File: src/rtl/kronos_dmem_bridge.sv
// kronos_dmem_bridge
//   Bridges the Kronos LSU data bus (request held until a one-cycle ack)
//   onto a synchronous single-port SRAM with a fixed read latency and an
//   optional number of idle cycles before every access. A request whose
//   address falls outside the SRAM window is not issued to the SRAM; it is
//   acked with data_err instead.
//
// Ports
//   clk, rstz            core clock, asynchronous active-low reset
//   data_addr            LSU byte address (bits [1:0] ignored)
//   data_wr_data         LSU store data
//   data_mask            LSU byte-lane write enables
//   data_wr_en           1 = store, 0 = load
//   data_req             LSU request, held until data_ack
//   data_ack             one-cycle completion pulse
//   data_rd_data         registered load data, valid with data_ack of a load
//   data_err             out-of-window flag, coincident with data_ack
//   mem_en, mem_we       SRAM strobe / write enable (high only in ISSUE)
//   mem_addr             SRAM word address
//   mem_wdata, mem_wmask SRAM write data / byte mask
//   mem_rdata            SRAM read data, valid MEM_LATENCY cycles after mem_en
//
// state  | meaning
// -------+------------------------------------------------------------
// IDLE   | waiting for data_req; request payload captured on accept
// WAIT   | WAIT_STATES idle cycles before the SRAM access
// ISSUE  | one-cycle SRAM access (suppressed when out of window)
// RDWAIT | waiting MEM_LATENCY cycles for mem_rdata
// ACK    | one-cycle data_ack (and data_err) back to the LSU

module kronos_dmem_bridge #(
    parameter logic [31:0] MEM_BASE    = 32'h0000_0000,
    parameter int          MEM_WORDS   = 1024,
    parameter int          MEM_LATENCY = 1,
    parameter int          WAIT_STATES = 0
) (
    input  logic                          clk,
    input  logic                          rstz,
    input  logic [31:0]                   data_addr,
    input  logic [31:0]                   data_wr_data,
    input  logic [3:0]                    data_mask,
    input  logic                          data_wr_en,
    input  logic                          data_req,
    output logic                          data_ack,
    output logic [31:0]                   data_rd_data,
    output logic                          data_err,
    output logic                          mem_en,
    output logic                          mem_we,
    output logic [$clog2(MEM_WORDS)-1:0]  mem_addr,
    output logic [31:0]                   mem_wdata,
    output logic [3:0]                    mem_wmask,
    input  logic [31:0]                   mem_rdata
);

    localparam int          AW        = $clog2(MEM_WORDS);
    localparam logic [32:0] WIN_BYTES = 33'(MEM_WORDS) << 2;
    localparam logic [2:0]  WS_LD     = (WAIT_STATES > 0) ? 3'(WAIT_STATES - 1) : 3'd0;
    localparam logic [2:0]  LAT_LD    = 3'(MEM_LATENCY - 1);

    typedef enum logic [2:0] {
        IDLE   = 3'd0,
        WAIT   = 3'd1,
        ISSUE  = 3'd2,
        RDWAIT = 3'd3,
        ACK    = 3'd4
    } state_t;

    state_t state, state_nxt;

    logic [2:0]    cnt;
    logic [AW-1:0] off_q;
    logic [31:0]   wdata_q;
    logic [3:0]    mask_q;
    logic          wr_q;
    logic          inr_q;

    // Window check uses the wrapped 32b offset, so addresses below MEM_BASE
    // land far above the window and are rejected too.
    logic [31:0] offset_in;
    logic        inr_in;
    assign offset_in = data_addr - MEM_BASE;
    assign inr_in    = {1'b0, offset_in} < WIN_BYTES;

    // The SRAM outputs are registered on the edge that enters ISSUE. With no
    // wait states that edge is the same one that captures the request, so
    // the payload is taken straight from the bus in IDLE.
    logic          from_bus;
    logic [AW-1:0] addr_sel;
    logic [31:0]   wdata_sel;
    logic [3:0]    mask_sel;
    logic          wr_sel;
    logic          inr_sel;
    logic          issue_ld;

    assign from_bus  = (state == IDLE);
    assign addr_sel  = from_bus ? offset_in[AW+1:2] : off_q;
    assign wdata_sel = from_bus ? data_wr_data : wdata_q;
    assign mask_sel  = from_bus ? data_mask : mask_q;
    assign wr_sel    = from_bus ? data_wr_en : wr_q;
    assign inr_sel   = from_bus ? inr_in : inr_q;
    assign issue_ld  = (state_nxt == ISSUE);

    always_ff @(posedge clk or negedge rstz) begin
        if (!rstz) begin
            state <= IDLE;
        end else begin
            state <= state_nxt;
        end
    end

    always_comb begin
        state_nxt = state;
        data_ack  = 1'b0;
        data_err  = 1'b0;
        case (state)
            IDLE: begin
                if (data_req) begin
                    state_nxt = (WAIT_STATES > 0) ? WAIT : ISSUE;
                end
            end
            WAIT: begin
                if (cnt == 3'd0) begin
                    state_nxt = ISSUE;
                end
            end
            ISSUE: begin
                state_nxt = (inr_q && !wr_q) ? RDWAIT : ACK;
            end
            RDWAIT: begin
                if (cnt == 3'd0) begin
                    state_nxt = ACK;
                end
            end
            ACK: begin
                data_ack  = 1'b1;
                data_err  = !inr_q;
                state_nxt = IDLE;
            end
            default: state_nxt = IDLE;
        endcase
    end

    // Shared down-counter: wait states, then read latency.
    always_ff @(posedge clk or negedge rstz) begin
        if (!rstz) begin
            cnt <= 3'd0;
        end else begin
            case (state)
                IDLE:        if (data_req) cnt <= WS_LD;
                ISSUE:       cnt <= LAT_LD;
                WAIT,
                RDWAIT:      if (cnt != 3'd0) cnt <= cnt - 3'd1;
                default:     cnt <= cnt;
            endcase
        end
    end

    always_ff @(posedge clk or negedge rstz) begin
        if (!rstz) begin
            off_q   <= '0;
            wdata_q <= '0;
            mask_q  <= '0;
            wr_q    <= 1'b0;
            inr_q   <= 1'b0;
        end else if (state == IDLE && data_req) begin
            off_q   <= offset_in[AW+1:2];
            wdata_q <= data_wr_data;
            mask_q  <= data_mask;
            wr_q    <= data_wr_en;
            inr_q   <= inr_in;
        end
    end

    always_ff @(posedge clk or negedge rstz) begin
        if (!rstz) begin
            mem_en    <= 1'b0;
            mem_we    <= 1'b0;
            mem_addr  <= '0;
            mem_wdata <= '0;
            mem_wmask <= '0;
        end else begin
            mem_en <= 1'b0;
            mem_we <= 1'b0;
            if (issue_ld && inr_sel) begin
                mem_en   <= 1'b1;
                mem_we   <= wr_sel;
                mem_addr <= addr_sel;
                if (wr_sel) begin
                    mem_wdata <= wdata_sel;
                    mem_wmask <= mask_sel;
                end else begin
                    mem_wmask <= 4'b0000;
                end
            end
        end
    end

    // Load data is only replaced by a completed load; a rejected load
    // returns zero, stores leave it alone.
    always_ff @(posedge clk or negedge rstz) begin
        if (!rstz) begin
            data_rd_data <= '0;
        end else if (state == RDWAIT && cnt == 3'd0) begin
            data_rd_data <= mem_rdata;
        end else if (state == ISSUE && !inr_q && !wr_q) begin
            data_rd_data <= '0;
        end
    end

endmodule

File: config.mk
export PLATFORM = sky130hd
export DESIGN_NAME = kronos_dmem_bridge
export DESIGN_NICKNAME = d
export VERILOG_FILES = /design/src/rtl/kronos_dmem_bridge.sv
export SDC_FILE = /design/constraint.sdc
export NUM_CORES = 1
export LEC_CHECK = 0
export CORE_ASPECT_RATIO = 1.1
export CORE_MARGIN = 2
export CORE_UTILIZATION = 47
export DETAILED_ROUTE_END_ITERATION = 6
export HOLD_SLACK_MARGIN = 0.03
export PLACE_DENSITY = 0.89
export SLEW_MARGIN = 0
export SYNTH_ARGS = -nofsm -noshare
export SYNTH_HDL_FRONTEND = slang
export SYNTH_SLANG_ARGS = --single-unit
File: constraint.sdc
create_clock -name clk -period 3 [get_ports clk]
set_clock_uncertainty 0.15 [all_clocks]
set_input_delay 0.6 -clock clk [delete_from_list [all_inputs] [get_ports clk]]
set_output_delay 0.6 -clock clk [all_outputs]
set_load 0.02 [all_outputs]
Yosys cells after proc, flatten, opt, wreduce, memory -nomap -nowiden

Index checks and enable logic that the tools add are counted.

$add $sub $neg: 1
Multipliers: 0
Divide/modulo/power cells: 0
Order comparisons: 1
Equality and inequality tests: 7
Shift-type cells: 0
Mux-type cells: 20
Bitwise gates (word level): 0
Reductions and logical operators: 16

Operators with widths:

| cell                 | count |
|---|---|
| $mux 32              | 3 |
| $lt 32x13->1 const B | 1 |
| $mux 3               | 6 |
| $pmux 3 s4           | 1 |
| $mux 10              | 1 |
| $eq 3x2->1 const B   | 3 |
| $pmux 3 s3           | 1 |
| $mux 4               | 2 |
| $logic_and 1x1->1    | 6 |
| $logic_not 3->1      | 2 |
| $mux 1               | 6 |
| $reduce_bool 3->1    | 2 |
| $ne 2x2->1 const B   | 2 |
| $eq 3x1->1 const B   | 1 |
| $eq 3x3->1 const B   | 1 |
| $reduce_and 3->1     | 1 |
| $sub 3x1->3 const B  | 1 |
| $logic_not 1->1      | 2 |
| $reduce_and 2->1     | 1 |
| $reduce_bool 2->1    | 1 |
| $reduce_or 2->1      | 1 |

Flip-flop bits (word level): 134
Latch bits: 0
RAM bits: 0
ROM bits: 0
Bits of input ports: 104
Output and inout port bits: 82
Word-level logic and storage cells: 58
Memories kept: 0

Depth between registers and ports, before layout

Gate-level depths: netlist of run 1.

Depth in word-level cells: 7
Gate-level depth with buffers: 8
Gate-level depth less buffers: 6

Worst setup path after synthesis of run 1

Ideal clock, no wire load.

Path type: input-to-reg
From: input port data_addr[16]
To: register mem_wdata[10]
Library setup time: 125 ps
Data arrival time: 2,144 ps
Required time: 2,725 ps
Setup slack: 581 ps
Stages on the path: 5
Buffers on the path: 1
Cell sequence: nor4_1 > a31oi_2 > nor4_4 > buf_6 > mux2_4

Cells in the longest elaborated chain, start to end: 4

RTL lines:

| element                           | line | text |
|---|---|---|
| start: declaration                | 39   | `input logic [31:0] data_addr,` |
| $lt 32x13->1                      | 82   | `assign inr_in = {1'b0, offset_in} < WIN_BYTES;` |
| $mux 1                            | 100  | `assign inr_sel = from_bus ? inr_in : inr_q;` |
| $logic_and 1x1->1                 | 184  | `if (issue_ld && inr_sel) begin` |
| $reduce_and 2->1 (no source line) | n/a  |  |
| end signal: assignment            | 189  | `mem_wdata <= wdata_sel;` |
| end: declaration                  | 50   | `output logic [31:0] mem_wdata,` |

No other way between the ends.
A chain may end at the register's enable or synchronous reset.

Worst setup path after layout of run 1

From: register state[0]
To: output port data_ack

Cells in the longest elaborated chain, start to end: 2

RTL lines:

| element                  | line | text |
|---|---|---|
| start: declaration       | 68   | `state_t state, state_nxt;` |
| start signal: assignment | 107  | `state <= state_nxt;` |
| $eq 3x3->1               | 115  | `case (state)` |
| $mux 1                   | 115  |  |
| end: declaration         | 44   | `output logic data_ack,` |

No other way between the ends.

==> summary.md, run 1 <==
| Metric | Value |
|---|---|
| Worst Max-Slew Pin Slew | `1.084 ns` |
| Status | `finished clean` |
| Synth Instances | `394` |
| WP data arrival | `1.97 ns` |
| Drc violations | `0` |
| IO Pins | `186` |
| Worst Setup Path Type | `flop to output pin` |
| Startpoint Class | `flop` |
| Initial antenna violation count | `0` |
| Die Wd | `110.6 um` |
| Placer Congestion | `0.8041` |
| Fin Hold WS | `0.3504 ns` |
| Clk slew on worst S/H paths | `0.06 ns` |
| Largest net degree at the start of global routing | `63` |
| EDFF count, synth | `0` |
| Port Buf Inserts | `183` |
| CTS tree | `yes` |
| Yosys reg bits | `134` |
| Die Y | `121.2 um` |
| Sequential cell area | `0.003353 mm2` |
| Final min period | `2.721 ns` |
| Post-route cell area | `0.008472 mm2` |
| Placement Cell Area | `0.007879 mm2` |
| 1st-iter DRT viols | `148` |
| Synth Warn # | `0` |
| DP Wirelength | `9.574 mm` |
| Hold Path Origin | `data_rd_data[14]$_DFFE_PN0P_` |
| Final setup vio count | `0` |
| Crit share post-route | `90.69%` |
| Hold Crit Class | `flop to flop` |
| Sequential area share after synthesis | `57.09%` |
| Synth-to-Final Area Change | `44.25%` |
| RSZ-0062 raised after global routing | `no` |
| Initial Util | `48.38%` |
| Worst-path fanout max | `12` |
| Final slew viol count | `0` |
| Peak VDD IR | `484.5 uV` |
| Cell variety after synth | `38` |
| Required time worst endpoint | `2.25 ns` |
| Avg Synthesized Cell Area | `14.91 um2` |
| Postcts setup bufs | `0` |
| Die Area | `0.01341 mm2` |
| Power Total | `6475 uW` |
| Root Buffer | `clkbuf_16` |
| Gr usage total | `21.09%` |
| CTS buffer count | `17` |
| Grt total ovfl | `0` |
| Async SR Flop Fraction | `100.0%` |
| Vias in the first global route | `4389` |
| Post-Layout Cell Count | `752` |
| Hold Fails Final Rpt | `0` |
| Syn_nets | `500` |
| Fillers | `831` |
| Post-synth design cell area | `0.005873 mm2` |
| Drt total wl | `13.78 mm` |
| Synth Flop Type | `dfrtp_1` |
| Clock buffer depth | `2` |
| First-pass GRT wire length | `22.20 mm` |
| Htree depth | `4` |
| Antenna Nets Post-Route | `0` |
| Pre-Repair DR Iteration Count | `4` |
| Wire per inst | `18.33 um` |
| Max_cap viols | `0` |
| Pwr dens | `764.3 mW/mm2` |
| CTS Sinks | `134` |
| Area of the multi-input gates | `0.002342 mm2` |
| Via density per instance | `5.354` |
| Worst R2R Start | `cnt[1]$_DFFE_PN0P_` |
| Slew headroom | `27.75%` |
| Post-layout util | `69.79%` |
| Clock latency on the worst-skew pair | `0.41 ns` |
| Detailed-route via count | `4026` |
| Row count | `42` |
| F_max | `367.5 MHz` |
| Placed cell count | `719` |
| CORE AREA | `0.01214 mm2` |
| Antenna diodes | `0` |
| Leak | `0.003660 uW` |
| Critical path capture point type | `output pin` |
| Crit path from | `state[0]$_DFF_PN0_` |
| Nets | `691` |
| Layout cells sized above 1 | `31.27%` |
## final cells by class
type / instances / area share, %
tap: 154 / 2.274
inverter: 6 / 0.2658
timing repair buffer: 197 / 23.38
clock buffer: 18 / 5.066
multi-input combinational: 229 / 27.65
clock inverter: 14 / 1.787
sequential: 134 / 39.58
## cells in the final DEF (no fill, tap or decap), types with 2 or more instances in the layout
cell / count
o21ai_0: 4
dfrtp_1: 134
clkinv_2: 2
a311oi_1: 2
or2_2: 2
nor4_1: 6
buf_4: 10
nand2b_1: 2
and3_1: 2
a22o_1: 33
nor2b_1: 3
nand2_1: 6
nor2_1: 7
buf_12: 3
clkbuf_16: 17
inv_1: 6
mux2_2: 104
bufinv_16: 2
inv_6: 4
nor3_1: 2
clkinvlp_4: 5
mux2_4: 29
mux2i_1: 5
nand3_1: 2
ha_1: 2
mux2_1: 2
a21oi_1: 4
clkdlybuf4s50_1: 181
## state kept, by name, summed over array words and instances, names as in the netlist
signal and count:
wr_q 1, cnt 3, mem_en 1, data_rd_data 32
off_q 10, mem_wdata 32, state 3, mem_addr 10
inr_q 1, mem_wmask 4, mask_q 4, mem_we 1
wdata_q 32
## Yosys cell counts, types with 2 or more instances
cell | number | area share (%)
o21ai_0 | 4 | 0.34
a311oi_1 | 2 | 0.30
nor2_1 | 7 | 0.45
buf_2 | 4 | 0.34
mux2_4 | 29 | 7.4
clkbuf_1 | 9 | 0.58
nor4_1 | 7 | 0.75
a21oi_1 | 4 | 0.34
a22o_1 | 33 | 4.9
dfrtp_1 | 134 | 57
buf_1 | 2 | 0.13
nor2b_1 | 3 | 0.32
nor3_1 | 2 | 0.17
mux2i_1 | 5 | 0.85
ha_1 | 2 | 0.43
mux2_2 | 104 | 20
nand2b_1 | 2 | 0.21
buf_6 | 5 | 0.96
inv_1 | 6 | 0.38
nand3_1 | 2 | 0.17
nor3_2 | 2 | 0.34
mux2_1 | 2 | 0.38
or2_2 | 2 | 0.21
nand2_1 | 6 | 0.38
and3_1 | 2 | 0.21
dlygate4sd1_1 | 2 | 0.30
## worst max-delay path, cell delays in order (launching register included)
cell and delay [ns]:
dfrtp_1 0.52, inv_1 0.22, and3_1 0.20, clkdlybuf4s50_1 0.62
## kinds of logic after synthesis
group	share of synthesized area, %
compound gates	6.540
fa+ha+maj	0.4260
buf+inv	3.259
flops	57.09
mux	28.59
simple gates	4.090
## per-layer routing
metal,part of all wire (%),GRT usage (%),vias up
li1,-,-,1827
met1,42,25.75,2006
met2,49,35.35,172
met3,7.5,7.443,21
met4,1.6,6.563,0
met5,0,0,-
## through the flow
stage / setup TNS (ns) / worst slack (ns)
6_report: 0 / 0.2793
5_1_grt: 0 / 0.1923
4_1_cts: 0 / 0.1018
3_5_place_dp: -0.5854 / -0.05828
3_3_place_gp: 0 / 0.07503
2_1_floorplan: 0 / 0.5807
## timing repair
action / CTS / global route
hold buffers: 1 / 0
resized for setup: 0 / 1
endpoints found under the hold margin: 51 / 0
endpoints found under the setup margin: 0 / 1
## power breakdown
group | switching, uW | internal, uW
registers | 249 | 2240
logic | 801 | 1150
clock network | 807 | 1230
total | 1860 | 4620
## final timing paths
kind	cells past startpoint	to	slack (ns)
worst max-delay path	3	data_ack	0.28
worst min-delay path	1	data_rd_data[14]$_DFFE_PN0P_	0.35
worst max register to register	6	data_rd_data[25]$_DFFE_PN0P_	0.45
worst min register to register	1	data_rd_data[14]$_DFFE_PN0P_	0.35
max in group asynchronous	3	data_rd_data[20]$_DFFE_PN0P_	1.45
min in group asynchronous	2	wdata_q[27]$_DFFE_PN0P_	0.55
(Power assumes the default switching activity.)
==> inputs of run 2 (changes only) <==
--- a/config.mk
+++ b/config.mk
@@ -6,7 +6,6 @@
 export NUM_CORES = 1
 export LEC_CHECK = 0
 export CORE_ASPECT_RATIO = 1.1
-export CORE_MARGIN = 2
 export CORE_UTILIZATION = 47
 export DETAILED_ROUTE_END_ITERATION = 6
 export HOLD_SLACK_MARGIN = 0.03
==> run 2 against run 1 <==
  * Clock power rose by 5%
  * Utilization rose by 0.53 points
  * Global-route usage rose by 1.8 points
  * Count of clock-buffer cells in the layout did not move
  * Non-clock buffer count rose by 1
  * Wire length fell by 0.73%
  * Combinational power barely moved
  * Die area fell by 3.4%
==> summary.md, run 2 (synthesis gave the netlist of run 1 again) <==
| Metric | Value |
|---|---|
| Status | `finished clean` |
| Htree depth | `4` |
| Synth-to-Final Area Change | `44.72%` |
| Post-layout util | `70.32%` |
| Largest stage delay, worst path | `0.62 ns` |
| Die Wd | `108.6 um` |
| Gr usage total | `22.89%` |
| Clock buffer depth | `2` |
| Layout cells sized above 1 | `31.55%` |
| Via density per instance | `5.371` |
| Worst-path fanout max | `12` |
| IO Pins | `186` |
| Startpoint Class | `flop` |
| Max_cap viols | `0` |
| # resized after CTS | `0` |
| Critical path capture point type | `output pin` |
| Worst Setup Path Type | `flop to output pin` |
| Post-route cell area | `0.008499 mm2` |
| Pwr dens | `774.1 mW/mm2` |
| Worst R2R End | `data_rd_data[11]$_DFFE_PN0P_` |
| Drc violations | `0` |
| Uppermost routed layer | `met4` |
| CTS Sinks | `134` |
| M1 WL | `5.583 mm` |
| CTS tree | `yes` |
| Hold Fails Final Rpt | `0` |
| First-pass GRT wire length | `22.61 mm` |
| Placed cell count | `720` |
| Postcts setup bufs | `0` |
| Fillers | `799` |
| Vias in the first global route | `4502` |
| DP Wirelength | `9.564 mm` |
| DP Worst Slack | `0.03191 ns` |
| Hold Crit Class | `flop to flop` |
| Max stage delay cell, worst path | `clkdlybuf4s50_1` |
| Port Buf Inserts | `183` |
| Root Buffer | `clkbuf_16` |
| Crit share post-route | `93.85%` |
| Row count | `42` |
| Required time worst endpoint | `2.25 ns` |
| Initial Util | `48.59%` |
| F_max | `355.2 MHz` |
| CTS buffer count | `17` |
| Antenna diodes | `0` |
| Peak VDD IR | `349.7 uV` |
| Final slew viol count | `0` |
| Pre-Repair DR Iteration Count | `4` |
| Leak | `0.003673 uW` |
| Drt total wl | `13.68 mm` |
| Area of the multi-input gates | `0.002342 mm2` |
| Final setup vio count | `0` |
| Clk slew on worst S/H paths | `0.06 ns` |
| Slew headroom | `29.84%` |
| Worst R2R Start | `cnt[0]$_DFFE_PN0P_` |
| Commonest non-fill, non-tap cells in the layout | `182 x clkdlybuf4s50_1, 134 x dfrtp_1, 104 x mux2_2` |
| Setup crit end | `data_err` |
| Routed wl met2 | `6.997 mm` |
| Placer Congestion | `0.8811` |
| WP data arrival | `2.07 ns` |
| Setup ws final | `0.1844 ns` |
| Path depth of the worst reg2reg path | `6` |
| Placement Cell Area | `0.007874 mm2` |
| Largest net degree at the start of global routing | `65` |
| Grt total ovfl | `0` |
| Final min period | `2.816 ns` |
| Initial antenna violation count | `0` |
| Clock latency on the worst-skew pair | `0.41 ns` |
| Post-Layout Cell Count | `753` |
| Worst Max-Slew Pin Slew | `1.052 ns` |
| Largest regs | `data_rd_data x32, mem_wdata x32, wdata_q x32` |
| Crit path from | `state[0]$_DFF_PN0_` |
| CP cell instances | `inv_1, and3_1, nor2b_1, clkdlybuf4s50_1` |
| Detailed-route via count | `4044` |
| RSZ-0062 raised after global routing | `no` |
| Setup_tns | `0 ns` |
| R2R Setup Slk | `0.38 ns` |
| Wire per inst | `18.17 um` |
| Antenna Nets Post-Route | `0` |
| Hold Crit Depth | `1` |
| Die Y | `119.2 um` |
| Die Area | `0.01295 mm2` |
| 1st-iter DRT viols | `142` |
| Met3 WL | `882 um` |
| Nets | `692` |
| Sequential cell area | `0.003353 mm2` |
| Commonest non-fill, non-tap cell in the layout | `clkdlybuf4s50_1` |
| CORE AREA | `0.01209 mm2` |
## run 2: how the worst min path moves through the flow
stage / startpoint / to / slack [ns]
finish: mem_addr[9]$_DFFE_PN0P_ / mem_addr[9]$_DFFE_PN0P_ / 0.34
global route: off_q[1]$_DFFE_PN0P_ / off_q[1]$_DFFE_PN0P_ / 0.37
floorplan: rstz / cnt[0]$_DFFE_PN0P_ / 0.15
detailed placement: data_rd_data[26]$_DFFE_PN0P_ / data_rd_data[26]$_DFFE_PN0P_ / 0.33
CTS: mem_addr[9]$_DFFE_PN0P_ / mem_addr[9]$_DFFE_PN0P_ / 0.35
global placement: mem_addr[9]$_DFFE_PN0P_ / mem_addr[9]$_DFFE_PN0P_ / 0.32
## run 2: where the power goes
part	leakage, uW	switching, uW	internal [uW]
clock network	0.000297	798	1340
registers	0.00172	244	2240
logic	0.00166	816	1150
## run 2: repair_timing
item,CTS,global route
hold buffers,1,0
hold endpoints to repair,45,0
setup endpoints to repair,0,0
## run 2: worst max-delay path: cells and delay by family, from the launching register on
| kind | cells | cell delay, ns |
|---|---|---|
| AND/OR/NAND/NOR | 2 | 0.32 |
| flip-flops | 1 | 0.52 |
| buffers and inverters | 2 | 0.82 |
## run 2: through the flow
stage | total power, uW | hold slack [ns]
after floorplan | 3571 | 0.1544
after global placement | 4396 | 0.3206
after detailed placement | 4490 | 0.3307
after CTS | 6646 | 0.3497
after global routing | 6885 | 0.3665
final | 6579 | 0.3409
## run 2: final cells by class
| cell class | instances | share of cell area [%] |
|---|---|---|
| Inverter | 6 | 0.2650 |
| Timing Repair Buffer | 198 | 23.22 |
| Tap cell | 154 | 2.267 |
| Multi-Input combinational cell | 229 | 27.56 |
| Clock inverter | 14 | 2.076 |
| Clock buffer | 18 | 5.167 |
| Sequential cell | 134 | 39.45 |
## run 2: per-layer routing
layer / vias up / GRT usage (%)
li1: 1821 / -
met1: 2045 / 27.08
met2: 159 / 39.04
met3: 19 / 7.499
met4: 0 / 7.010
met5: - / 0
==> inputs of run 3 (changes only) <==
--- a/config.mk
+++ b/config.mk
@@ -5,7 +5,7 @@
 export SDC_FILE = /design/constraint.sdc
 export NUM_CORES = 1
 export LEC_CHECK = 0
-export CORE_ASPECT_RATIO = 1.1
+export CORE_ASPECT_RATIO = 1.5
 export CORE_UTILIZATION = 47
 export DETAILED_ROUTE_END_ITERATION = 6
 export HOLD_SLACK_MARGIN = 0.03
==> run 3 against run 2 <==
  * Non-clock buffer count unchanged
  * Wire length increased by 1.0%
  * Total power decreased by 2.6%
  * Final area decreased by 0.46%
  * Via count increased by 0.67%
  * Clock power decreased by 9%
  * Utilization decreased by 0.27 points
  * Fmax decreased by 1.4%
  * Combinational power about the same
  * Flip-flop and latch count unchanged
  * First-iteration DRC count decreased by 28%
  * Setup slack got worse by 0.041 ns
  * Largest power group unchanged
==> summary.md, run 3 (synthesis gave the netlist of run 1 again) <==
| Metric | Value |
|---|---|
| Largest stage delay, worst path | `0.63 ns` |
| Commonest non-fill, non-tap cells in the layout | `182 x clkdlybuf4s50_1, 134 x dfrtp_1, 104 x mux2_2` |
| Hold Crit Class | `flop to flop` |
| Clk slew on worst S/H paths | `0.06 ns` |
| Net Sw Frac | `29.20%` |
| CORE AREA | `0.01208 mm2` |
| Drc violations | `0` |
| Combinational power share | `30.9%` |
| Reg power frac | `38.9%` |
| Max_cap viols | `0` |
| Path depth of the worst reg2reg path | `6` |
| Largest regs | `data_rd_data x32, mem_wdata x32, wdata_q x32` |
| R2R Setup Slk | `0.42 ns` |
| Layout cells sized above 1 | `31.39%` |
| Post-layout util | `70.05%` |
| Final slew viol count | `0` |
| Initial Util | `48.63%` |
| Die Area | `0.01296 mm2` |
| Leak | `0.003645 uW` |
| Pwr dens | `757.5 mW/mm2` |
| Setup crit end | `data_err` |
| Post-Layout Cell Count | `752` |
| Nets | `692` |
| Synth-to-Final Area Change | `44.06%` |
| Placer Congestion | `0.7647` |
| Vias in the first global route | `4573` |
| Startpoint Class | `flop` |
| Power share of the clock group | `30.3%` |
| Clock latency on the worst-skew pair | `0.41 ns` |
| WP data arrival | `2.11 ns` |
| Setup_tns | `0 ns` |
| Pint | `4537 uW` |
| First-pass GRT wire length | `23.02 mm` |
| Worst Max-Slew Pin Slew | `1.138 ns` |
| Row count | `49` |
| IO Pins | `186` |
| Required time worst endpoint | `2.25 ns` |
| Detailed-route via count | `4071` |
| Crit path from | `state[0]$_DFF_PN0_` |
| RSZ-0062 raised after global routing | `no` |
| Final min period | `2.856 ns` |
| CTS buffer count | `17` |
| Port Buf Inserts | `183` |
| Wire per inst | `18.38 um` |
| Peak VDD IR | `554.2 uV` |
| DP Wirelength | `9.828 mm` |
| 1st-iter DRT viols | `102` |
| Slew headroom | `24.11%` |
| Gr usage total | `23.04%` |
| F_max | `350.1 MHz` |
| Largest net degree at the start of global routing | `66` |
| Clock buffer depth | `2` |
| Status | `finished clean` |
| Pre-Repair DR Iteration Count | `4` |
| Critical path capture point type | `output pin` |
| Antenna diodes | `0` |
| Via density per instance | `5.414` |
| Switch Pwr | `1871 uW` |
| Final setup vio count | `0` |
| Drt total wl | `13.82 mm` |
| Initial antenna violation count | `0` |
| Htree depth | `4` |
| CTS Sinks | `134` |
| Die Y | `138.9 um` |
| Crit share post-route | `95.20%` |
| Hold Fails Final Rpt | `0` |
| Placed cell count | `719` |
| Commonest non-fill, non-tap cell in the layout | `clkdlybuf4s50_1` |
| Grt total ovfl | `0` |
| Worst Setup Path Type | `flop to output pin` |
| Worst R2R End | `data_rd_data[25]$_DFFE_PN0P_` |
| Die Wd | `93.27 um` |
| Worst-path fanout max | `12` |
| Antenna Nets Post-Route | `0` |
| CP cell instances | `inv_1, and3_1, nor2b_1, clkdlybuf4s50_1` |
| Worst R2R Start | `cnt[0]$_DFFE_PN0P_` |
| Root Buffer | `clkbuf_16` |
| Max stage delay cell, worst path | `clkdlybuf4s50_1` |
| CTS tree | `yes` |
| # resized after CTS | `0` |
[run 3: cell types whose count changed in the layout (fill, tap and decap cells not counted), sizes merged]
cell,before,now
bufinv,3,1
clkinv,7,6
clkinvlp,2,4
inv,8,9
[run 3: how the worst min path moves through the flow]
stage	from	end	slack [ns]	depth (start not counted)
2_1_floorplan	rstz	cnt[0]$_DFFE_PN0P_	0.15	0
3_3_place_gp	mem_addr[9]$_DFFE_PN0P_	mem_addr[9]$_DFFE_PN0P_	0.33	1
3_5_place_dp	mem_addr[9]$_DFFE_PN0P_	mem_addr[9]$_DFFE_PN0P_	0.33	1
4_1_cts	mem_addr[9]$_DFFE_PN0P_	mem_addr[9]$_DFFE_PN0P_	0.34	1
5_1_grt	data_rd_data[5]$_DFFE_PN0P_	data_rd_data[5]$_DFFE_PN0P_	0.36	1
6_report	mem_addr[9]$_DFFE_PN0P_	mem_addr[9]$_DFFE_PN0P_	0.34	1
[run 3: area by class of cell]
cell class,count,area (um2)
Clock inverter,14,127.6
Tap cell,153,191.4
Sequential cell,134,3353
Multi-Input combinational cell,229,2342
Fill cell,818,3617
Timing Repair Buffer,198,1994
Inverter,6,22.52
Clock buffer,18,429.2
[run 3: repair_timing]
| item | 4_1_cts | 5_1_grt |
|---|---|---|
| hold endpoints to repair | 33 | 0 |
| setup buffers | 0 | 0 |
| hold buffers | 1 | 0 |
[run 3: stage by stage]
stage | cell area [um2] | power [uW] | hold WS [ns] | setup WS, ns
floorplan | 5873 | 3571 | 0.1544 | 0.5807
global placement | 7894 | 4402 | 0.3279 | 0.08759
detailed placement | 7894 | 4501 | 0.3265 | 0.04558
CTS | 8461 | 6471 | 0.3370 | 0.1381
global route | 8461 | 6708 | 0.3599 | 0.06710
finish | 8461 | 6409 | 0.3406 | 0.1439
[run 3: critical path: cells and delay by family (launching register included)]
kind | cells | cell delay, ns
and+or+nand+nor | 2 | 0.35
DFF | 1 | 0.51
buffers and inverters | 2 | 0.83
[run 3: layer usage]
layer | GRT usage, % | vias to the layer above | part of all wire [%]
met5 | 0 | - | 0
met4 | 8.340 | 0 | 1.9
met3 | 7.237 | 21 | 6.4
met2 | 39.59 | 154 | 53
met1 | 26.72 | 2073 | 38
li1 | - | 1823 | -
[run 3: power groups by stage]
| stage | Clock (uW) | Sequential (uW) | Combinational (uW) |
|---|---|---|---|
| 5_1_grt | 2070 | 2540 | 2100 |
| 6_report | 1940 | 2490 | 1980 |
| 3_3_place_gp | 0 | 2480 | 1930 |
| 3_5_place_dp | 0 | 2520 | 1990 |
| 2_1_floorplan | 0 | 2780 | 794 |
| 4_1_cts | 1980 | 2490 | 2000 |
==> variant 1: new RTL, config.mk and constraints of run 1 <==
`MEM_WORDS`: 1024 -> 256.
--- a/src/rtl/kronos_dmem_bridge.sv
+++ b/src/rtl/kronos_dmem_bridge.sv
@@ -30,7 +30,7 @@
 
 module kronos_dmem_bridge #(
     parameter logic [31:0] MEM_BASE    = 32'h0000_0000,
-    parameter int          MEM_WORDS   = 1024,
+    parameter int          MEM_WORDS   = 256,
     parameter int          MEM_LATENCY = 1,
     parameter int          WAIT_STATES = 0
 ) (
Ports: changed (resized mem_addr); port bits go from 186 to 184. The function was not compared with the original's and may differ.
==> variant 1 against run 1 <==
Total power shrank 9.5%. Synthesized area is 3.7% lower. Worst setup slack worse by 0.14 ns. Critical path depth did not move. Synthesized cell count increased by 21%. Final cell count increased by 8.1%. Sequential cell count fell by 4. Highest routed layer unchanged. Routed wire length up 16%. Cell area decreased by 2.7%. Largest power group unchanged. Critical path type unchanged.
==> variant 1: results (changes against run 1) <==
Timing
  – Setup ws final: 0.1408 ns (was 0.2793 ns)
  – Hold WS: 0.07325 ns (was 0.3504 ns)

Detailed routing
  – Met1 Wirelength: 6487 um (was 5823 um)
  – DR WL met2: 8270 um (was 6696 um)
  – Initial DRC Count: 300 (was 148)
  – DR vias: 4730 (was 4026)
  – Drt pass-1 iters: 5 (was 4)
  – Final wirelength: 15970 um (was 13780 um)

Critical path
  – R2r endpoint: mem_wmask[0] (was data_rd_data[25])
  – R2r setup slk: 0.53 ns (was 0.45 ns)
  – Maximum fanout along the worst path: 17 (was 12)
  – Worst setup endpoint: data_err (was data_ack)
  – CP max-delay cell: dfrtp_1 (was clkdlybuf4s50_1)
  – Worst Setup SP: state[2] (was state[0])

Outcome
  – Status: complete, no violations (unchanged)

Power
  – Power, Total: 5.860 mW (was 6.475 mW)
  – Comb group: 1.36 mW (was 1.95 mW)
  – Pleak: 3.515 nW (was 3.660 nW)
  – Peak VDD IR: 0.6810 mV (was 0.4845 mV)
  – Sequential power: 2.27 mW (was 2.49 mW)

Placed design
  – DP Area: 7596 um^2 (was 7879 um^2)
  – RePlAce Congestion: 0.7747 (was 0.8041)
  – PortBufs: 181 (was 183)
  – Dpl ws: 0.2247 ns (was -0.05828 ns)
  – Post-DP HPWL: 10580 um (was 9574 um)

Global routing
  – First-pass GRT wire length: 25260 um (was 22200 um)
  – Pin count of the biggest net entering global routing: 57 (was 63)
  – Global Route met2 Usage: 43.36% (was 35.35%)
  – GRT met3 Usage: 4.871% (was 7.443%)
  – GR met1 Demand/Resource: 29.97% (was 25.75%)

Yosys
  – Synth area leaders: dfrtp_1 58%, mux2_2 9.4%, a22o_1 5.0% (was dfrtp_1 57%, mux2_2 20%, mux2_4 7.4%)
  – Mux contribution to synthesized area: 9.626% (was 28.59%)
  – Compound-Gate Fraction of Synth Area: 18.52% (was 6.540%)
## variant 1: cell count changes in the layout (fill, tap and decap cells not counted), moves of 28 or more
cell | before | now
a31oi_1 | 0 | 33
mux2_2 | 104 | 47
o22a_1 | 0 | 32
nor2_1 | 7 | 65
mux2_4 | 29 | 1
## variant 1: logic make-up (layout without fill, tap and decap cells)
logic type	after synthesis	after routing
XOR/XNOR	1	1
adder cells (fa/ha/maj)	2	2
buffers and inverters	50	233
AND/OR/NAND/NOR	112	112
flip-flops	130	130
AO/OA/AOI/OAI	133	133
multiplexers	48	48
## variant 1: layout make-up
| class | count | area (um^2) |
|---|---|---|
| well taps | 154 | 192.7 |
| clock inverters | 8 | 148.9 |
| inverters | 8 | 30.03 |
| clock buffers | 23 | 498.0 |
| fillers | 883 | 3633 |
| multi-input cells | 296 | 2176 |
| flip-flops and latches | 130 | 3253 |
| repair buffers | 194 | 1944 |
==> variant 2: new RTL, settings of run 1 <==
Made on the original files. Re-encode `state_t` (5 states) as one-hot, 5 bits wide.
--- a/src/rtl/kronos_dmem_bridge.sv
+++ b/src/rtl/kronos_dmem_bridge.sv
@@ -57,12 +57,12 @@
     localparam logic [2:0]  WS_LD     = (WAIT_STATES > 0) ? 3'(WAIT_STATES - 1) : 3'd0;
     localparam logic [2:0]  LAT_LD    = 3'(MEM_LATENCY - 1);
 
-    typedef enum logic [2:0] {
-        IDLE   = 3'd0,
-        WAIT   = 3'd1,
-        ISSUE  = 3'd2,
-        RDWAIT = 3'd3,
-        ACK    = 3'd4
+    typedef enum logic [4:0] {
+        IDLE   = 5'b00001,
+        WAIT   = 5'b00010,
+        ISSUE  = 5'b00100,
+        RDWAIT = 5'b01000,
+        ACK    = 5'b10000
     } state_t;
 
     state_t state, state_nxt;
Formal check against the unedited RTL: no difference found for any inputs over 4 cycles, from zero or initial values and one cycle with rstz low; so few cycles prove little.
==> variant 2 against run 1 <==
Synthesized cell count up 0.25%. Sequential cell count increased by 2. Core utilization decreased by 1.6 points. Non-clock buffer count is 4 lower. Sequential share of layout area up 0.61 points. Total power is 0.30% higher. Synthesized area grew 0.81%. Critical endpoint is now data_err. Global-route usage fell by 0.17 points. Cell area about the same. Worst setup slack gained 0.0079 ns. Routed wire length is 3.2% lower. Count of clock-buffer cells in the layout is 11 higher. Worst hold slack worse by 0.026 ns.
==> variant 2: results (changes against run 1) <==
Critical path
  – Maximum fanout along the worst path: 7 (was 12)
  – Worst Setup SP: state[1] (was state[0])
  – Critical path class: flip-flop to primary output (unchanged)
  – Worst setup endpoint: data_err (was data_ack)
  – Length in cells of the worst reg-to-reg path: 6 (unchanged)
  – CP max-delay cell: clkdlybuf4s50_1 (unchanged)
  – R2r endpoint: mem_wdata[31] (was data_rd_data[25])
  – CP max stage delay: 0.60 ns (was 0.62 ns)
  – R2r setup slk: 0.60 ns (was 0.45 ns)
  – Worst R2R Start: state[0] (was cnt[1])

Yosys
  – Mux contribution to synthesized area: 28.53% (was 28.59%)
  – Post-Synth Adder-Cell Area: 0.4227% (was 0.4261%)
  – Post-synthesis sequential area ratio: 57.50% (was 57.09%)
  – Top cells by count, synth: 135 x dfrtp_1, 106 x mux2_2, 32 x a22o_1 (was 134 x dfrtp_1, 104 x mux2_2, 33 x a22o_1)
  – Synth area leaders: dfrtp_1 57%, mux2_2 20%, mux2_4 7.4% (unchanged)
  – Netlist cell types: 34 (was 38)
  – Compound-Gate Fraction of Synth Area: 6.234% (was 6.540%)
  – Syn nets: 501 (was 500)

Global routing
  – Total global-route track usage: 20.92% (was 21.09%)
  – Pin count of the biggest net entering global routing: 75 (was 63)
  – First-pass GRT wire length: 22400 um (was 22200 um)
  – Vias in the first global route: 4506 (was 4389)

Detailed routing
  – Drt pass-1 iters: 4 (unchanged)
  – Final wirelength: 13350 um (was 13780 um)
  – DRT antenna net count: 0 (unchanged)
  – DR vias/cell: 5.302 (was 5.354)
  – Initial DRC Count: 147 (was 148)

Power
  – Pleak: 3.720 nW (was 3.660 nW)
  – Peak VDD IR: 0.4928 mV (was 0.4845 mV)

Timing
  – Relative slew slack: 52.36% (was 27.75%)

Min path
  – Worst Hold Path EP: cnt[0] (was data_rd_data[14])
  – Worst hold start: cnt[0] (was data_rd_data[14])

Clocking
  – Root Buffer: clkbuf_16 (unchanged)
  – TritonCTS Buffers: 17 (unchanged)
  – Hold-fix buffers at CTS: 1 (unchanged)

Outcome
  – Status: complete, no violations (unchanged)

Placed design
  – Post-DP HPWL: 9280 um (was 9574 um)
  – DP Area: 7913 um^2 (was 7879 um^2)
  – RePlAce Congestion: 0.7254 (was 0.8041)

Layout
  – # fillers: 891 (was 831)
  – Layout Nets: 692 (was 691)
  – Ratio of cells with drive above 1 in the final layout: 30.55% (was 31.27%)
  – Biggest regs: data_rd_data: 32 flops, mem_wdata: 32 flops, wdata_q: 32 flops (unchanged)
==> variant 2: logic make-up after synthesis <==
| family | after synthesis |
|---|---|
| AND/OR/NAND/NOR | 45 |
| AO/OA/AOI/OAI | 44 |
| multiplexers | 141 |
| buffers and inverters | 27 |
| flip-flops | 136 |
| adder cells (fa/ha/maj) | 2 |
==> variant 2: critical path: cells and delay by family, from the launching register on <==
| family | cells | cell delay, ns |
|---|---|---|
| flip-flops | 1 | 0.44 |
| buffers and inverters | 1 | 0.60 |
| AND/OR/NAND/NOR | 3 | 0.51 |
==> variant 2: metal layers <==
metal / vias to the layer above / share of wire, % / GRT usage (%)
met5: - / 0 / 0
met4: 0 / 2.2 / 8.796
met3: 26 / 5.7 / 6.418
met2: 129 / 51 / 35.70
met1: 2024 / 41 / 24.85
li1: 1829 / - / -
==> variant 2: report_power, final <==
group	internal (mW)	leakage, nW	switching [mW]	total, mW
Sequential	2.28	1.78	0.238	2.52
Clock	1.19	0.268	0.719	1.91
Combinational	1.22	1.67	0.850	2.07
Total	4.69	3.72	1.81	6.50
==> variant 2: layout make-up <==
class	instances	area, um^2	area share [%]
Clock buffer	29	530.5	6.263
Sequential cell	136	3405	40.19
Inverter	6	22.52	0.2659
Clock inverter	3	17.52	0.2068
Tap cell	157	196.4	2.319
Multi-Input combinational cell	232	2367	27.95
Timing Repair Buffer	193	1932	22.81
==> variant 2: metrics by stage <==
step	hold WS [ns]	setup slack, ns	cells	power [mW]
2_1_floorplan	0.1544	0.5646	395	3.926
3_3_place_gp	0.3089	0.07213	723	4.505
3_5_place_dp	0.3206	0.03638	723	4.631
4_1_cts	0.3278	0.2688	756	6.569
5_1_grt	0.3528	0.1621	756	6.841
6_report	0.3242	0.2872	756	6.495
